### config.mk
export PLATFORM = sky130hd
export DESIGN_NAME = seq_alu
export DESIGN_NICKNAME = d
export VERILOG_FILES = /design/src/rtl/alu_pkg.sv /design/src/rtl/alu_mul_seq.sv /design/src/rtl/seq_alu.sv
export SDC_FILE = /design/constraint.sdc
export NUM_CORES = 1
export LEC_CHECK = 0
export ABC_AREA = 1
export CAP_MARGIN = 20
export CORE_AREA = 5 5 105 107
export CTS_CLUSTER_SIZE = 16
export DETAILED_ROUTE_END_ITERATION = 6
export DIE_AREA = 0 0 110 112
export DONT_BUFFER_PORTS = 1
export GPL_TIMING_DRIVEN = 0
export RECOVER_POWER = 50
export SYNTH_ARGS = -nofsm -noshare
export SYNTH_HDL_FRONTEND = slang
export SYNTH_SLANG_ARGS = --single-unit
### constraint.sdc
create_clock -name clk -period 2.29 [get_ports clk]
set_input_delay 0.687 -clock clk [delete_from_list [all_inputs] [get_ports clk]]
set_output_delay 0.687 -clock clk [all_outputs]
set_load 0.02 [all_outputs]
### src/rtl/alu_pkg.sv
// Shared types and constants for the sequential ALU and its multiplier.
package alu_pkg;

  // Opcode encoding presented on the op port.
  typedef enum logic [2:0] {
    OP_ADD = 3'd0,
    OP_SUB = 3'd1,
    OP_AND = 3'd2,
    OP_OR  = 3'd3,
    OP_XOR = 3'd4,
    OP_SHL = 3'd5,
    OP_SHR = 3'd6,
    OP_MUL = 3'd7
  } op_t;

  // Control states: idle, multiply in progress, result presented.
  typedef enum logic [1:0] {
    ST_IDLE = 2'd0,
    ST_MUL  = 2'd1,
    ST_DONE = 2'd2
  } state_t;

  // Bit positions of the status flags inside the packed flag vector.
  localparam int FLAG_Z    = 0;
  localparam int FLAG_C    = 1;
  localparam int FLAG_V    = 2;
  localparam int FLAG_N    = 3;
  localparam int NUM_FLAGS = 4;

  // Assemble the packed flag vector from individual flag bits.
  function automatic logic [NUM_FLAGS-1:0] pack_flags(input logic z, input logic c,
                                                      input logic v, input logic n);
    logic [NUM_FLAGS-1:0] f;
    f         = '0;
    f[FLAG_Z] = z;
    f[FLAG_C] = c;
    f[FLAG_V] = v;
    f[FLAG_N] = n;
    return f;
  endfunction

endpackage

### src/rtl/alu_mul_seq.sv
// Unsigned shift-add multiplier. The start cycle loads the operands and
// performs the first partial-product step; WIDTH-1 further steps follow,
// one per clock. done pulses for one cycle after the final step, with the
// full 2*WIDTH product on prod.
module alu_mul_seq #(
  parameter int WIDTH = 8
) (
  input  logic               clk,
  input  logic               rst_n,
  input  logic               start,
  input  logic [WIDTH-1:0]   a,
  input  logic [WIDTH-1:0]   b,
  output logic               busy,
  output logic               done,
  output logic [2*WIDTH-1:0] prod
);

  localparam int SHW = $clog2(WIDTH);

  logic [2*WIDTH-1:0] mcand;
  logic [WIDTH-1:0]   mplier;
  logic [2*WIDTH-1:0] acc;
  logic [SHW-1:0]     cnt;

  // Iteration engine: multiplicand shifts left, multiplier shifts right,
  // accumulator adds the multiplicand whenever the multiplier LSB is set.
  always_ff @(posedge clk or negedge rst_n) begin
    if (!rst_n) begin
      mcand  <= '0;
      mplier <= '0;
      acc    <= '0;
      cnt    <= '0;
      busy   <= 1'b0;
      done   <= 1'b0;
    end else begin
      done <= 1'b0;
      if (start) begin
        acc    <= b[0] ? {{WIDTH{1'b0}}, a} : '0;
        mcand  <= {{(WIDTH-1){1'b0}}, a, 1'b0};
        mplier <= b >> 1;
        cnt    <= SHW'(1);
        busy   <= 1'b1;
      end else if (busy) begin
        if (mplier[0]) begin
          acc <= acc + mcand;
        end
        mcand  <= mcand << 1;
        mplier <= mplier >> 1;
        cnt    <= cnt + SHW'(1);
        if (cnt == SHW'(WIDTH-1)) begin
          busy <= 1'b0;
          done <= 1'b1;
        end
      end
    end
  end

  assign prod = acc;

endmodule

### src/rtl/seq_alu.sv
// Registered ALU with valid/ready on both sides and a multi-cycle multiply.
//
// Handshake: a transfer happens on a rising clock edge where valid and ready
// are both high. The input side is ready when idle, or when a result is
// being handed off in the same cycle, so single-cycle ops stream at one per
// clock. The output side holds result and flags stable while out_valid is
// high and out_ready is low. Only one operation is in flight at a time.
module seq_alu
  import alu_pkg::*;
#(
  parameter int WIDTH = 8
) (
  input  logic             clk,
  input  logic             rst_n,
  input  logic             in_valid,
  output logic             in_ready,
  input  logic [WIDTH-1:0] a,
  input  logic [WIDTH-1:0] b,
  input  logic [2:0]       op,
  output logic             out_valid,
  input  logic             out_ready,
  output logic [WIDTH-1:0] result,
  output logic             flag_z,
  output logic             flag_c,
  output logic             flag_v,
  output logic             flag_n
);

  localparam int SHW = $clog2(WIDTH);
  localparam int MSB = WIDTH - 1;

  state_t state;
  state_t state_nxt;

  op_t                  op_in;
  logic                 accept;
  logic                 mul_start;
  logic                 mul_busy;
  logic                 mul_done;
  logic [2*WIDTH-1:0]   mul_prod;

  logic [SHW-1:0]       sh;
  logic [WIDTH:0]       sum_w;
  logic [WIDTH:0]       diff_w;
  logic [WIDTH:0]       shl_w;
  logic [WIDTH:0]       shr_w;

  logic [WIDTH-1:0]     alu_res;
  logic                 alu_c;
  logic                 alu_v;
  logic [NUM_FLAGS-1:0] alu_flags;

  logic [WIDTH-1:0]     mul_res;
  logic [NUM_FLAGS-1:0] mul_flags;

  logic [WIDTH-1:0]     result_q;
  logic [NUM_FLAGS-1:0] flags_q;

  assign op_in     = op_t'(op);
  assign in_ready  = ((state == ST_IDLE) || ((state == ST_DONE) && out_ready)) && !mul_busy;
  assign accept    = in_valid && in_ready;
  assign mul_start = accept && (op_in == OP_MUL);
  assign out_valid = (state == ST_DONE);

  // Carry, borrow and shift-out fall out of the extra top/bottom bit.
  assign sh     = b[SHW-1:0];
  assign sum_w  = {1'b0, a} + {1'b0, b};
  assign diff_w = {1'b0, a} - {1'b0, b};
  assign shl_w  = {1'b0, a} << sh;
  assign shr_w  = {a, 1'b0} >> sh;

  alu_mul_seq #(
    .WIDTH (WIDTH)
  ) u_mul (
    .clk   (clk),
    .rst_n (rst_n),
    .start (mul_start),
    .a     (a),
    .b     (b),
    .busy  (mul_busy),
    .done  (mul_done),
    .prod  (mul_prod)
  );

  // Single-cycle datapath: result, carry and overflow for non-multiply ops.
  always_comb begin
    alu_res = '0;
    alu_c   = 1'b0;
    alu_v   = 1'b0;
    case (op_in)
      OP_ADD: begin
        alu_res = sum_w[WIDTH-1:0];
        alu_c   = sum_w[WIDTH];
        alu_v   = (a[MSB] == b[MSB]) && (sum_w[MSB] != a[MSB]);
      end
      OP_SUB: begin
        alu_res = diff_w[WIDTH-1:0];
        alu_c   = diff_w[WIDTH];
        alu_v   = (a[MSB] != b[MSB]) && (diff_w[MSB] != a[MSB]);
      end
      OP_AND: alu_res = a & b;
      OP_OR:  alu_res = a | b;
      OP_XOR: alu_res = a ^ b;
      OP_SHL: begin
        alu_res = shl_w[WIDTH-1:0];
        alu_c   = shl_w[WIDTH];
      end
      OP_SHR: begin
        alu_res = shr_w[WIDTH:1];
        alu_c   = shr_w[0];
      end
      default: begin
        alu_res = '0;
        alu_c   = 1'b0;
        alu_v   = 1'b0;
      end
    endcase
    alu_flags = pack_flags(alu_res == '0, alu_c, alu_v, alu_res[MSB]);
  end

  // Multiply flags: carry marks a product that does not fit in WIDTH bits.
  always_comb begin
    mul_res   = mul_prod[WIDTH-1:0];
    mul_flags = pack_flags(mul_res == '0, |mul_prod[2*WIDTH-1:WIDTH], 1'b0, mul_res[MSB]);
  end

  // State register.
  always_ff @(posedge clk or negedge rst_n) begin
    if (!rst_n) begin
      state <= ST_IDLE;
    end else begin
      state <= state_nxt;
    end
  end

  // Next-state logic: accept from IDLE or from DONE during hand-off.
  always_comb begin
    state_nxt = state;
    case (state)
      ST_IDLE: begin
        if (accept) begin
          state_nxt = mul_start ? ST_MUL : ST_DONE;
        end
      end
      ST_MUL: begin
        if (mul_done) begin
          state_nxt = ST_DONE;
        end
      end
      ST_DONE: begin
        if (out_ready) begin
          if (accept) begin
            state_nxt = mul_start ? ST_MUL : ST_DONE;
          end else begin
            state_nxt = ST_IDLE;
          end
        end
      end
      default: state_nxt = ST_IDLE;
    endcase
  end

  // Output registers: load on a single-cycle accept or on multiply completion.
  always_ff @(posedge clk or negedge rst_n) begin
    if (!rst_n) begin
      result_q <= '0;
      flags_q  <= '0;
    end else if (accept && !mul_start) begin
      result_q <= alu_res;
      flags_q  <= alu_flags;
    end else if ((state == ST_MUL) && mul_done) begin
      result_q <= mul_res;
      flags_q  <= mul_flags;
    end
  end

  assign result = result_q;
  assign flag_z = flags_q[FLAG_Z];
  assign flag_c = flags_q[FLAG_C];
  assign flag_v = flags_q[FLAG_V];
  assign flag_n = flags_q[FLAG_N];

endmodule

==> impl_summary.md, run 1 <==
Finish
The final cell count without fillers is slightly below 900. The net count reported at finish is about 800. For this run, the share of the core covered by cells in the final layout is 0.524. Relative to the synthesized area, the layout overhead comes to 7.73%.

The area of the multi-input gates is about 0.0031 mm². 0 antenna diodes ended up in the layout. Of the cells placed in the final design, the portion with a size suffix greater than 1 is 0.107. Registers take ~0.0014 mm². The layout has between 1000 and 1500 filler cells.

Place
The number of buffers added on ports is 0. The cell count after placement is 854. Summed over all nets, the half-perimeter wirelength after detailed placement is between 10000 and 15000 µm. Routability-driven placement finished with a final weighted congestion of approximately 0.94.

Global route
For this run, the total global-route usage over all layers was measured as 0.256. The via count of the first global-routing pass is approximately 4500. The global-route wire length before repair is 24600 µm.

The maximum number of pins on one net before global-route repair is 57. The initial antenna violation count is 0. Global routing finished with a remaining overflow of 0.

Power
Summed over all cells, the static leakage comes to around 2.7 nW. Of the total power, the clock network draws 0.121. Of the total power, combinational logic draws 0.494. The internal portion of the total power is approximately 2.5 mW.

The power per standard cell area is between 900 and 1000 mW/mm². Of the total power, the share spent switching nets is 0.484. The worst-case vdd ir drop is 713 µV. The share of total power dissipated in sequential elements is 0.385. Summed over all nets, the switching power comes to between 2 and 2.5 mW.

Critical path
STA puts the critical path data required time at around 2.5 ns. Among cell families on the critical path, the largest total delay comes from simple AND/OR/NAND/NOR gates. The critical-path cell with the highest stage delay is sky130_fd_sc_hd__fa_2.

Together, buffers and inverters on the worst path number 0. The signal on the critical path passes through ha_4 -> fa_2 -> or2_2 -> nand3_1 -> nand2_1 -> nor2_1 -> nand2_1 -> nor2_2 -> nand2_1 -> nor2_1 -> nand3_1 -> a21oi_2. The arrival time of the worst setup path is 2.52 ns. The critical path runs through a total of 12 cells.

The critical path in this run is classified as in -> reg. The critical path startpoint is a[0]. The launching point of the worst reg2reg path is u_mul.prod[3]. The largest stage delay on the critical path is approximately 0.39 ns. STA classifies the critical path endpoint as a flip-flop. For the worst flop-to-flop path, the logic depth is 12. The biggest fanout along the worst timing path is 6. The cell seen most often among critical-path stages is sky130_fd_sc_hd__nand2_1. The worst setup path is launched from an input pin.

Logic synthesis
The cell count after synthesis came out at 718. The total number of yosys warnings is 0. The flip-flop cell with the highest count after synthesis is sky130_fd_sc_hd__dfrtp_1. Counting flops and latches in the post-synthesis netlist gives 56. The number of synthesized flops with an enable pin is 0. The async set-or-reset flop fraction in the synthesized netlist is 1.00. Dividing the synthesized area by the synthesized cell count gives ~6.8 µm². The post-synthesis instance area is 0.00489 mm².

For this run, the register share of the synthesized area comes to 0.287. The number of distinct library cells after synthesis is 44. Counting every net in the synthesized netlist gives slightly below 800.

Clocking
The clock tree synthesis step divided the H-tree into 2 levels. The total clock sinks is 56. The worst-skew pair later-pin latency is 0.32 ns. TritonCTS built the clock tree.

The clock-pin slew on the worst setup and hold paths is around 0.11 ns. Clock tree synthesis inserted a total of 5 buffers. In this run the deepest clock path goes through 2 buffers. Clock tree synthesis selected as its root buffer the cell sky130_fd_sc_hd__clkbuf_8.

Timing
Dividing the final minimum period by the clock period gives 0.989. Based on the critical path, the design can be clocked at up to 0.442 GHz. The clock skew after layout is roughly 0.0076 ns. The setup total negative slack is 0 ns. Headroom to the max-slew limit came out at 0.638. The count of pins over their slew limit is 0.

Across all hold checks on the routed design, the worst slack comes to around 0.053 ns. The number of failing hold endpoints at the final stage is 0. The final critical-path required period is between 2 and 2.5 ns.

The slew at the pin closest to its max-slew limit is between 0.5 and 0.6 ns. Setup violations remaining at the end of the flow were counted as 0.

Floorplanning
The area of the die is roughly 0.012 mm². Measured along the x axis, the die boundary spans about 110 µm. The initial utilization of the core area, before any placement, comes to 0.486. The y dimension of the die is between 100 and 150 µm. The I/O pin total is 37. The site row count is 37. The floorplan core area is about 0.010 mm².

Route
The number of detailed-routing iterations run before antenna repair is 5. In the routed layout, each cell is associated on average with a via count of 5.68. After detailed routing, the average wire length per cell comes to around 18 µm. The post-route DRC violation count is 0. The routed via count is about 4900. The total detailed-routing wirelength is approximately 15000 µm. Once detail routing completed, the nets flagged for antenna violations numbered 0. The number of violations reported at the end of detailed-routing iteration 0 is 358.

Job
The max-capacitance violation count is 0.

Worst hold path
The worst hold path belongs to the class in -> async.

Status
The flow ran to the end, and the final reports show no timing, DRC or antenna violations.
-- flip-flops by register name, indices dropped and copies added (netlist names) --
signal	count
u_mul.mplier	7
u_mul.mcand	15
result	8
u_mul.busy	1
flags_q	3
state	2
u_mul.prod	16
u_mul.cnt	3
u_mul.done	1
-- layout by cell type, fill, tap and decap left out, types with 2 or more instances in the layout --
cell                           n
sky130_fd_sc_hd__buf_6         2
sky130_fd_sc_hd__nor2_2        8
sky130_fd_sc_hd__ha_4          3
sky130_fd_sc_hd__nand3_1      88
sky130_fd_sc_hd__a31oi_1       6
sky130_fd_sc_hd__nor2_4        2
sky130_fd_sc_hd__clkbuf_1      6
sky130_fd_sc_hd__nand4_1       8
sky130_fd_sc_hd__nor3_1        3
sky130_fd_sc_hd__nor4_1        3
sky130_fd_sc_hd__xnor2_1       2
sky130_fd_sc_hd__o21bai_1      2
sky130_fd_sc_hd__nand2_1     185
sky130_fd_sc_hd__buf_4        10
sky130_fd_sc_hd__nand3b_1      3
sky130_fd_sc_hd__clkbuf_8      5
sky130_fd_sc_hd__nand3_2       6
sky130_fd_sc_hd__clkinvlp_4    2
sky130_fd_sc_hd__a21oi_1      41
sky130_fd_sc_hd__or2_2         3
sky130_fd_sc_hd__a21o_1        3
sky130_fd_sc_hd__dfrtp_1      56
sky130_fd_sc_hd__o21ai_1       3
sky130_fd_sc_hd__o21ai_2       2
sky130_fd_sc_hd__a21oi_2       2
sky130_fd_sc_hd__xor2_1        2
sky130_fd_sc_hd__o22ai_1       7
sky130_fd_sc_hd__o221ai_1      9
sky130_fd_sc_hd__buf_2        10
sky130_fd_sc_hd__o21ai_0      37
sky130_fd_sc_hd__fa_2          2
sky130_fd_sc_hd__ha_1         37
sky130_fd_sc_hd__nand2_2       2
sky130_fd_sc_hd__clkinv_1      3
sky130_fd_sc_hd__nor2_1       53
sky130_fd_sc_hd__inv_2        11
sky130_fd_sc_hd__inv_1        77
sky130_fd_sc_hd__a22oi_1       5
sky130_fd_sc_hd__o211ai_1      5
-- power by group through the flow --
stage | combinational (mW) | sequential [mW] | clock, mW
2_1_floorplan | 1.83 | 1.72 | 0
3_3_place_gp | 2.26 | 1.85 | 0
5_1_grt | 2.69 | 1.89 | 0.644
4_1_cts | 2.35 | 1.84 | 0.602
6_report | 2.36 | 1.84 | 0.579
3_5_place_dp | 2.32 | 1.86 | 0
-- cells in the mapped netlist, types with 7 or more instances --
cell type	number	area, µm²
sky130_fd_sc_hd__o21ai_0	39	195
sky130_fd_sc_hd__dfrtp_1	56	1400
sky130_fd_sc_hd__ha_1	41	513
sky130_fd_sc_hd__nor2_1	57	214
sky130_fd_sc_hd__o22ai_1	7	43.8
sky130_fd_sc_hd__nand2_1	186	698
sky130_fd_sc_hd__inv_1	77	289
sky130_fd_sc_hd__nand3_1	90	450
sky130_fd_sc_hd__o221ai_1	9	78.8
sky130_fd_sc_hd__inv_2	12	45.0
sky130_fd_sc_hd__nand4_1	8	50.1
sky130_fd_sc_hd__a21oi_1	43	215
sky130_fd_sc_hd__buf_2	12	60.1
-- final timing paths --
check                            endpoint  slack [ns]
max                            flags_q[0]        0.03
min                            flags_q[2]        0.05
max reg2reg                u_mul.prod[12]        0.25
min reg2reg                u_mul.prod[10]        0.53
max in group asynchronous    u_mul.cnt[0]        2.09
min in group clk           u_mul.mcand[8]        0.51
-- final cells by class --
cell class | instances | share of cell area
inverters | 93 | 0.0677
plain buffers | 26 | 0.0309
repair buffers | 3 | 0.00428
multi-input cells | 543 | 0.581
well taps | 136 | 0.0323
clock buffers | 5 | 0.0131
clock inverters | 3 | 0.00452
flip-flops and latches | 56 | 0.266
-- per-layer routing --
metal	global-route usage	up-vias	routed length [µm]
met5	0	-	0
met1	0.358	2311	6600
met3	0.0278	22	860
met4	0.0574	0	288
met2	0.424	173	7620
li1	-	2408	-
-- stage by stage --
| stage | power, mW | cell area [µm²] | setup WS (ns) |
|---|---|---|---|
| final | 4.78 | 5270 | 0.0263 |
| after global routing | 5.23 | 5270 | -0.00103 |
| after CTS | 4.79 | 5220 | 0.00269 |
| after detailed placement | 4.18 | 5070 | -0.525 |
| after global placement | 4.11 | 5070 | -0.503 |
| after floorplan | 3.55 | 4900 | 0.00985 |
-- cells by family (layout without fill, tap and decap cells) --
kind of cell,after synthesis,count (layout),synth area share
AOI/OAI and AO/OA,127,127,0.152
xor gates and xnor gates,4,4,0.00717
adders and majority gates,44,44,0.117
buffers and inverters,119,130,0.104
DFF,56,56,0.287
and+or+nand+nor,368,368,0.333
-- repair_timing --
| action | 4_1_cts | 5_1_grt |
|---|---|---|
| hold buffers | 0 | 0 |
| gates resized for setup | 11 | 11 |
| setup endpoints to repair | 6 | 5 |
| pin swaps | 2 | 5 |
| buffers inserted | 1 | 2 |
Power figures use the tool's default switching activity.
==> run 2: changes to the inputs <==
CAP_MARGIN = not set   (was 20)
CORE_AREA = 5 5 134 136   (was 5 5 105 107)
DIE_AREA = 0 0 139 141   (was 0 0 110 112)
==> run 2 against run 1 <==
Effect of this change:
- global-route usage down 11 points
- critical endpoint unchanged
- sequential cell count unchanged
- combinational power hardly changed
==> impl_summary.md, run 2 (same netlist as run 1, synthesis figures left out) <==
Status
The run finished with clean final reports.

Floorplanning
The site row count is 48. The floorplan core area is 0.0168 mm². The initial utilization of the core area, before any placement, comes to 0.291. The die is 141 µm tall. The I/O pin total is 37. The horizontal extent of the die is 139 µm.

The die covers 0.0196 mm².

Power
The worst-case vdd ir drop is about 440 µV. The analysis attributes to net switching a power of about 2.2 mW. The total power is approximately 5.0 mW.

The cell leakage power is about 2.7 nW. The cell-internal power is roughly 2.8 mW. Of the total power, the share spent switching nets is 0.446. The relative contribution of combinational cells to total power is 0.470. The relative contribution of sequential cells to total power is 0.360. Of the total power, the clock network draws 0.170.

In this run the power density over the cells is between 900 and 1000 mW/mm².

Finish
The final design area excluding fillers is about 0.0055 mm². The share of post-route cells with drive strength above 1 is 0.117. The repair_antennas step left the layout with diodes totalling 0. The most frequent standard cell in the layout excluding fill and tap cells is sky130_fd_sc_hd__nand2_1. The register with the most flip-flops in the layout has 16 of them. The net count reported at finish is between 700 and 800. The library cells used most frequently in the layout, excluding fill and tap cells, are sky130_fd_sc_hd__nand2_1, sky130_fd_sc_hd__nand3_1, sky130_fd_sc_hd__inv_1, sky130_fd_sc_hd__dfrtp_1, sky130_fd_sc_hd__nor2_1. The synthesis-to-finish area growth is 12.7%.

Timing
Of the available clock period, the critical path in the final layout requires 0.961. The clock skew after layout is 0.00497 ns. The final critical-path required period is 2.20 ns. The count of endpoints failing setup in the final report is 0.

Based on the critical path, the design can be clocked at up to around 0.45 GHz. At the pin with the least slew margin, the transition time is 0.556 ns. The worst pin sits at a relative slew slack of 0.629. The count of pins over their slew limit is 0.

Adding up every negative setup slack in the final design gives 0 ns. The number of failing hold endpoints at the final stage is 0.

Clocking
For this design, the CTS-stage hold fixing added 0 buffers. The root buffer selected by CTS is sky130_fd_sc_hd__clkbuf_16. For the worst-skew pair, the clock arrives at the later sink with an insertion delay of around 0.29 ns. The worst-case clock buffer depth is 2. The clock-pin slew on the worst setup and hold paths is around 0.070 ns. Counting every sink on the clock net gives 56. The H-tree was split into 2 levels.

The CTS tree is done. The total CTS buffers is 5.

Route
For this run, design rule violations remaining after detail routing come to 0. After the first detailed-routing iteration, the DRC count stood at approximately 420. The number of antenna-violating nets in the routed design is 0. The per-cell via count in the routed design is around 5.0. The total detailed-routing wirelength is 14600 µm. The number of detailed-routing iterations run before antenna repair is 5. After detailed routing, the average wire length per cell comes to 15.3 µm. The routed via count is ~4800.

Global route
The global-route wire length before repair is between 20000 and 25000 µm. In the global route stage, overall resource usage came out at 0.148. The overall overflow remaining after global route is 0. The via count of the first global-routing pass is ~4600. The initial antenna violation count came to 0.

Entering global routing, the biggest net connects 57 pins.

Worst hold path
In this run the worst hold path is classified as in -> async.

Place
Buffers placed on the I/O ports in this run total 0. The global placer's final weighted congestion is ~0.95. Detailed placement finished with a half-perimeter wire length of 11400 µm. The placed instances occupy a cell area of roughly 0.0052 mm².

Critical path
The kind of critical path is in -> reg. The sort of element at the end of the critical path is a flip-flop. The worst setup path is launched from an input pin.

The arrival time of the worst setup path is 2.42 ns. The critical path data required time is 2.51 ns. The worst reg-to-reg setup slack is around 0.28 ns. The biggest fanout along the worst timing path is 5.

Job
The max-capacitance violation count is 0.
==> run 2: changes by cell type in the layout (fill, tap and decap cells not counted), moves of 2 or more <==
cell | previous run | this run
sky130_fd_sc_hd__nor2_2 | 8 | 10
sky130_fd_sc_hd__nor2_1 | 53 | 50
sky130_fd_sc_hd__buf_4 | 10 | 8
sky130_fd_sc_hd__nand2_2 | 2 | 4
sky130_fd_sc_hd__nand3_2 | 6 | 8
sky130_fd_sc_hd__nand2_1 | 185 | 183
sky130_fd_sc_hd__clkbuf_8 | 5 | 0
sky130_fd_sc_hd__clkbuf_16 | 0 | 5
sky130_fd_sc_hd__nand3_1 | 88 | 86
==> run 2: through the flow <==
step / instances / util / hold slack (ns) / worst slack, ns
2_1_floorplan: 718 / - / 0.391 / 0.00985
3_3_place_gp: 943 / 0.308 / 0.394 / -0.506
3_5_place_dp: 943 / 0.308 / 0.394 / -0.512
4_1_cts: 953 / 0.322 / 0.0824 / 0.000631
5_1_grt: 954 / 0.328 / 0.0741 / -0.0000289
6_report: 954 / 0.328 / 0.0893 / 0.0892
==> run 2: worst max-delay path, cell delays in order <==
cell and delay (ns):
sky130_fd_sc_hd__clkinvlp_4 0.10, sky130_fd_sc_hd__ha_4 0.18, sky130_fd_sc_hd__fa_2 0.38, sky130_fd_sc_hd__nand3b_1 0.20, sky130_fd_sc_hd__nand2_1 0.10, sky130_fd_sc_hd__nand2_1 0.07
sky130_fd_sc_hd__nand2_1 0.06, sky130_fd_sc_hd__nand2_1 0.06, sky130_fd_sc_hd__nand3_1 0.11, sky130_fd_sc_hd__nand3_2 0.12, sky130_fd_sc_hd__nor2_2 0.14, sky130_fd_sc_hd__nand3_2 0.09
sky130_fd_sc_hd__a21oi_2 0.11
==> run 2: path summary, 6_finish.rpt <==
path	startpoint	depth (start not counted)	endpoint
worst max-delay path	a[0]	13	flags_q[0]
worst min-delay path	rst_n	0	u_mul.prod[2]
worst max register to register	u_mul.busy	9	u_mul.prod[7]
worst min register to register	u_mul.done	1	state[0]
max in group asynchronous	rst_n	0	u_mul.prod[14]
min in group clk	u_mul.done	1	state[0]
==> run 2: layout make-up <==
class / instances / area [µm²]
fill: 1802 / 11300
multi-input combinational: 543 / 3100
sequential: 56 / 1400
inverter: 93 / 365
tap: 225 / 282
buffer: 26 / 179
clock buffer: 6 / 129
clock inverter: 2 / 35.0
timing repair buffer: 3 / 22.5
==> run 2: what timing repair did <==
item,in CTS,in global routing
pin swaps,4,12
buffers inserted,2,1
endpoints found under the setup margin,6,5
resized for setup,14,23
==> run 2: layer usage <==
layer	share of wire	track usage	wire length [µm]	vias up
met5	0	0	0	-
met4	0.027	0.0505	396	0
met3	0.069	0.0299	1010	25
met2	0.44	0.229	6350	146
met1	0.47	0.207	6810	2217
li1	-	-	-	2410
==> run 2: power groups by stage <==
stage               clock network, mW  registers, mW  logic, mW
floorplan                           0           1.72       1.83
global placement                    0           1.81       2.26
detailed placement                  0           1.82       2.28
CTS                             0.868           1.81       2.32
global route                    0.914           1.86       2.67
finish                          0.850           1.80       2.35
==> run 3: changes to the inputs <==
CORE_AREA = 2 2 131 133   (was 5 5 134 136)
DIE_AREA = 0 0 133 135   (was 0 0 139 141)
RECOVER_POWER = 100   (was 50)
==> run 3 against run 2 <==
Effect of this change:
- worst setup slack got worse by 0.022 ns
- clock power down 4.7%
- critical path depth decreased by 1
- power fell by 1.1%
- clock skew increased by 0.0045 ns
- sequential cell count did not move
- combinational power barely moved
- final cell count is 0.10% lower
- first-iteration DRC count grew 4.3%
- count of clock-buffer cells in the layout did not move
- register-to-register slack worse by 0.11 ns
- core utilization rose by 1.1 points
- largest cell class unchanged
- largest power group unchanged
- highest routed layer unchanged
==> impl_summary.md, run 3 (same netlist as run 1, synthesis figures left out) <==
Status
The flow ran to the end, and the final reports show no timing, DRC or antenna violations.

Worst hold path
The tightest min-delay check is of the in -> async type.

Finish
The final cell count without fillers is between 900 and 1000. In the layout the commonest cells are sky130_fd_sc_hd__nand2_1, sky130_fd_sc_hd__nand3_1, sky130_fd_sc_hd__inv_1, sky130_fd_sc_hd__dfrtp_1, sky130_fd_sc_hd__nor2_1. The post-route core utilization is 0.338. The synthesis-to-finish area growth is 13.5%.

In the final layout, the share of cells above drive strength 1 is 0.128. The final design area excluding fillers is 0.00555 mm². The net count reported at finish is 799. The register with the most flip-flops in the layout has 16 of them. The most frequent standard cell in the layout excluding fill and tap cells is sky130_fd_sc_hd__nand2_1. The repair_antennas step left the layout with diodes totalling 0. The count of fill cells added during filler insertion is 1724.

Global route
The maximum number of pins on one net before global-route repair is 57. The global routing usage summed across all routing layers is 0.161. The overall overflow remaining after global route is 0. The first global-routing pass estimated around 23000 µm of wire. The via count of the first global-routing pass is between 4000 and 5000.

The initial antenna violation count is 0.

Timing
The worst setup slack after layout is about 0.067 ns. Based on the critical path, the design can be clocked at up to 0.450 GHz. The relative max-transition margin is 0.614.

The period utilization is 0.971. The final critical-path required period is roughly 2.2 ns. The number of failing hold endpoints at the final stage is 0.

The clock skew after layout is between 0.009 and 0.01 ns. The count of pins over their slew limit is 0. Setup repair after global routing left no endpoint under its margin. The slew at the pin closest to its max-slew limit is around 0.58 ns. Setup violations remaining at the end of the flow were counted as 0. Summed over all failing endpoints, the final setup total negative slack is 0 ns.

Critical path
The sort of element at the end of the critical path is a flip-flop. The biggest fanout along the worst timing path is 5. Data arrives at the worst endpoint at about 2.5 ns. STA classifies the critical path startpoint as an input pin.

Data on the critical path is required at its endpoint by 2.52 ns. The worst register-to-register path has a setup slack of 0.17 ns. The setup path with the least slack is of type in -> reg.

Clocking
The worst-skew pair later-pin latency is 0.30 ns. The longest clock path from root to sink contains 2 buffers. The CTS tree is done. Clock-pin slew was measured on the worst setup and hold paths at roughly 0.08 ns.

The root buffer selected by CTS is sky130_fd_sc_hd__clkbuf_16. The number of hold buffers added after CTS was 0. Counting the buffers created by CTS gives 5. The CTS H-tree depth is 2. The tree built by TritonCTS fans out to 56 sinks.

Floorplanning
The y dimension of the die is 135 µm. Measured along the x axis, the die boundary spans 133 µm. After floorplanning, the core was divided into 47 placement rows. The I/O pin total is 37. The region available for standard cell placement spans approximately 0.016 mm². The die covers between 0.015 and 0.02 mm². The effective utilization at floorplan is 0.298.

Route
In this run, the number of DRC markers left after iteration 0 of detailed routing was between 400 and 500. The total detailed-routing wirelength is around 15000 µm. The routed via count is roughly 4800. In the routed design, unresolved DRC markers number 0. The first detailed-routing pass ran for 5 iterations.

After detailed routing, the average wire length per cell comes to about 15 µm. The number of antenna-violating nets in the routed design is 0. The per-cell via count in the routed design is about 5.

Power
The worst-case vdd ir drop is about 470 µV. The power per standard cell area is slightly below 900 mW/mm². The cell leakage power is around 2.7 nW.

Place
The number of placed instances, taps included, is between 900 and 1000. The worst setup slack before clock tree synthesis is -0.489 ns. Summing all placed instances gives a cell area of slightly above 0.005 mm².

The number of buffers added on ports is 0. The final HPWL from detailed placement is 11400 µm. The congestion estimate from routability-driven global placement came to 0.982.

Job
Max-cap violations in this run came to 0.
==> run 3: changes by cell type in the layout (fill, tap and decap cells not counted), moves of 2 or more <==
cell / before / now
sky130_fd_sc_hd__buf_2: 10 / 7
sky130_fd_sc_hd__buf_4: 8 / 13
sky130_fd_sc_hd__nor2_4: 3 / 5
sky130_fd_sc_hd__nand3_2: 8 / 13
sky130_fd_sc_hd__nand2_1: 183 / 180
sky130_fd_sc_hd__buf_6: 3 / 1
sky130_fd_sc_hd__clkbuf_1: 7 / 9
sky130_fd_sc_hd__nand2_2: 4 / 7
sky130_fd_sc_hd__nand3_1: 86 / 81
==> run 3: cell type report <==
type / instances / area, µm² / area share
Inverter: 93 / 365 / 0.0658
Clock buffer: 6 / 139 / 0.0250
Buffer: 26 / 165 / 0.0298
Multi-Input combinational cell: 543 / 3130 / 0.564
Sequential cell: 56 / 1400 / 0.253
Tap cell: 220 / 275 / 0.0496
Clock inverter: 2 / 18.8 / 0.00338
Timing Repair Buffer: 7 / 52.6 / 0.00947
==> run 3: critical path, cell delays in order <==
cell and delay (ns):
sky130_fd_sc_hd__clkinvlp_4 0.08, sky130_fd_sc_hd__ha_4 0.18, sky130_fd_sc_hd__fa_2 0.53, sky130_fd_sc_hd__nand3b_1 0.12, sky130_fd_sc_hd__nand3_2 0.10, sky130_fd_sc_hd__nor2_2 0.14
sky130_fd_sc_hd__nand2_1 0.09, sky130_fd_sc_hd__nor2_1 0.10, sky130_fd_sc_hd__nand2_1 0.07, sky130_fd_sc_hd__nor2_2 0.11, sky130_fd_sc_hd__nand3_2 0.08, sky130_fd_sc_hd__a21oi_1 0.16
==> run 3: what timing repair did <==
item	in CTS	in global routing
setup endpoints to repair	5	5
pin swaps	3	17
cloned	0	0
endpoints found under the hold margin	0	0
resized for setup	15	32
setup buffers	3	4
==> run 3: per-stage QoR <==
| step | power [mW] | hold WS [ns] |
|---|---|---|
| after floorplan | 3.55 | 0.391 |
| after global placement | 4.08 | 0.394 |
| after detailed placement | 4.10 | 0.394 |
| after CTS | 4.95 | 0.0744 |
| after global routing | 5.37 | 0.0666 |
| final | 4.95 | 0.0792 |
==> run 3: routing by layer <==
layer | up-vias | global-route usage | routed length, µm
li1 | 2417 | - | -
met1 | 2236 | 0.234 | 7070
met2 | 123 | 0.250 | 6460
met3 | 15 | 0.0323 | 999
met4 | 0 | 0.0329 | 178
met5 | - | 0 | 0
==> run 3: worst paths after layout <==
| check | start | cells after the start | end |
|---|---|---|---|
| setup / recovery | a[0] | 12 | flags_q[0] |
| hold / removal | rst_n | 0 | u_mul.prod[14] |
| setup reg to reg | u_mul.busy | 11 | u_mul.prod[4] |
| hold reg to reg | u_mul.done | 1 | state[0] |
| max in group asynchronous | rst_n | 0 | u_mul.mcand[9] |
| min in group clk | u_mul.done | 1 | state[0] |
==> run 3: where the power goes <==
| group | total (mW) | switching [mW] | internal, mW |
|---|---|---|---|
| clock | 0.810 | 0.366 | 0.444 |
| sequential | 1.80 | 0.415 | 1.39 |
| combinational | 2.34 | 1.48 | 0.861 |
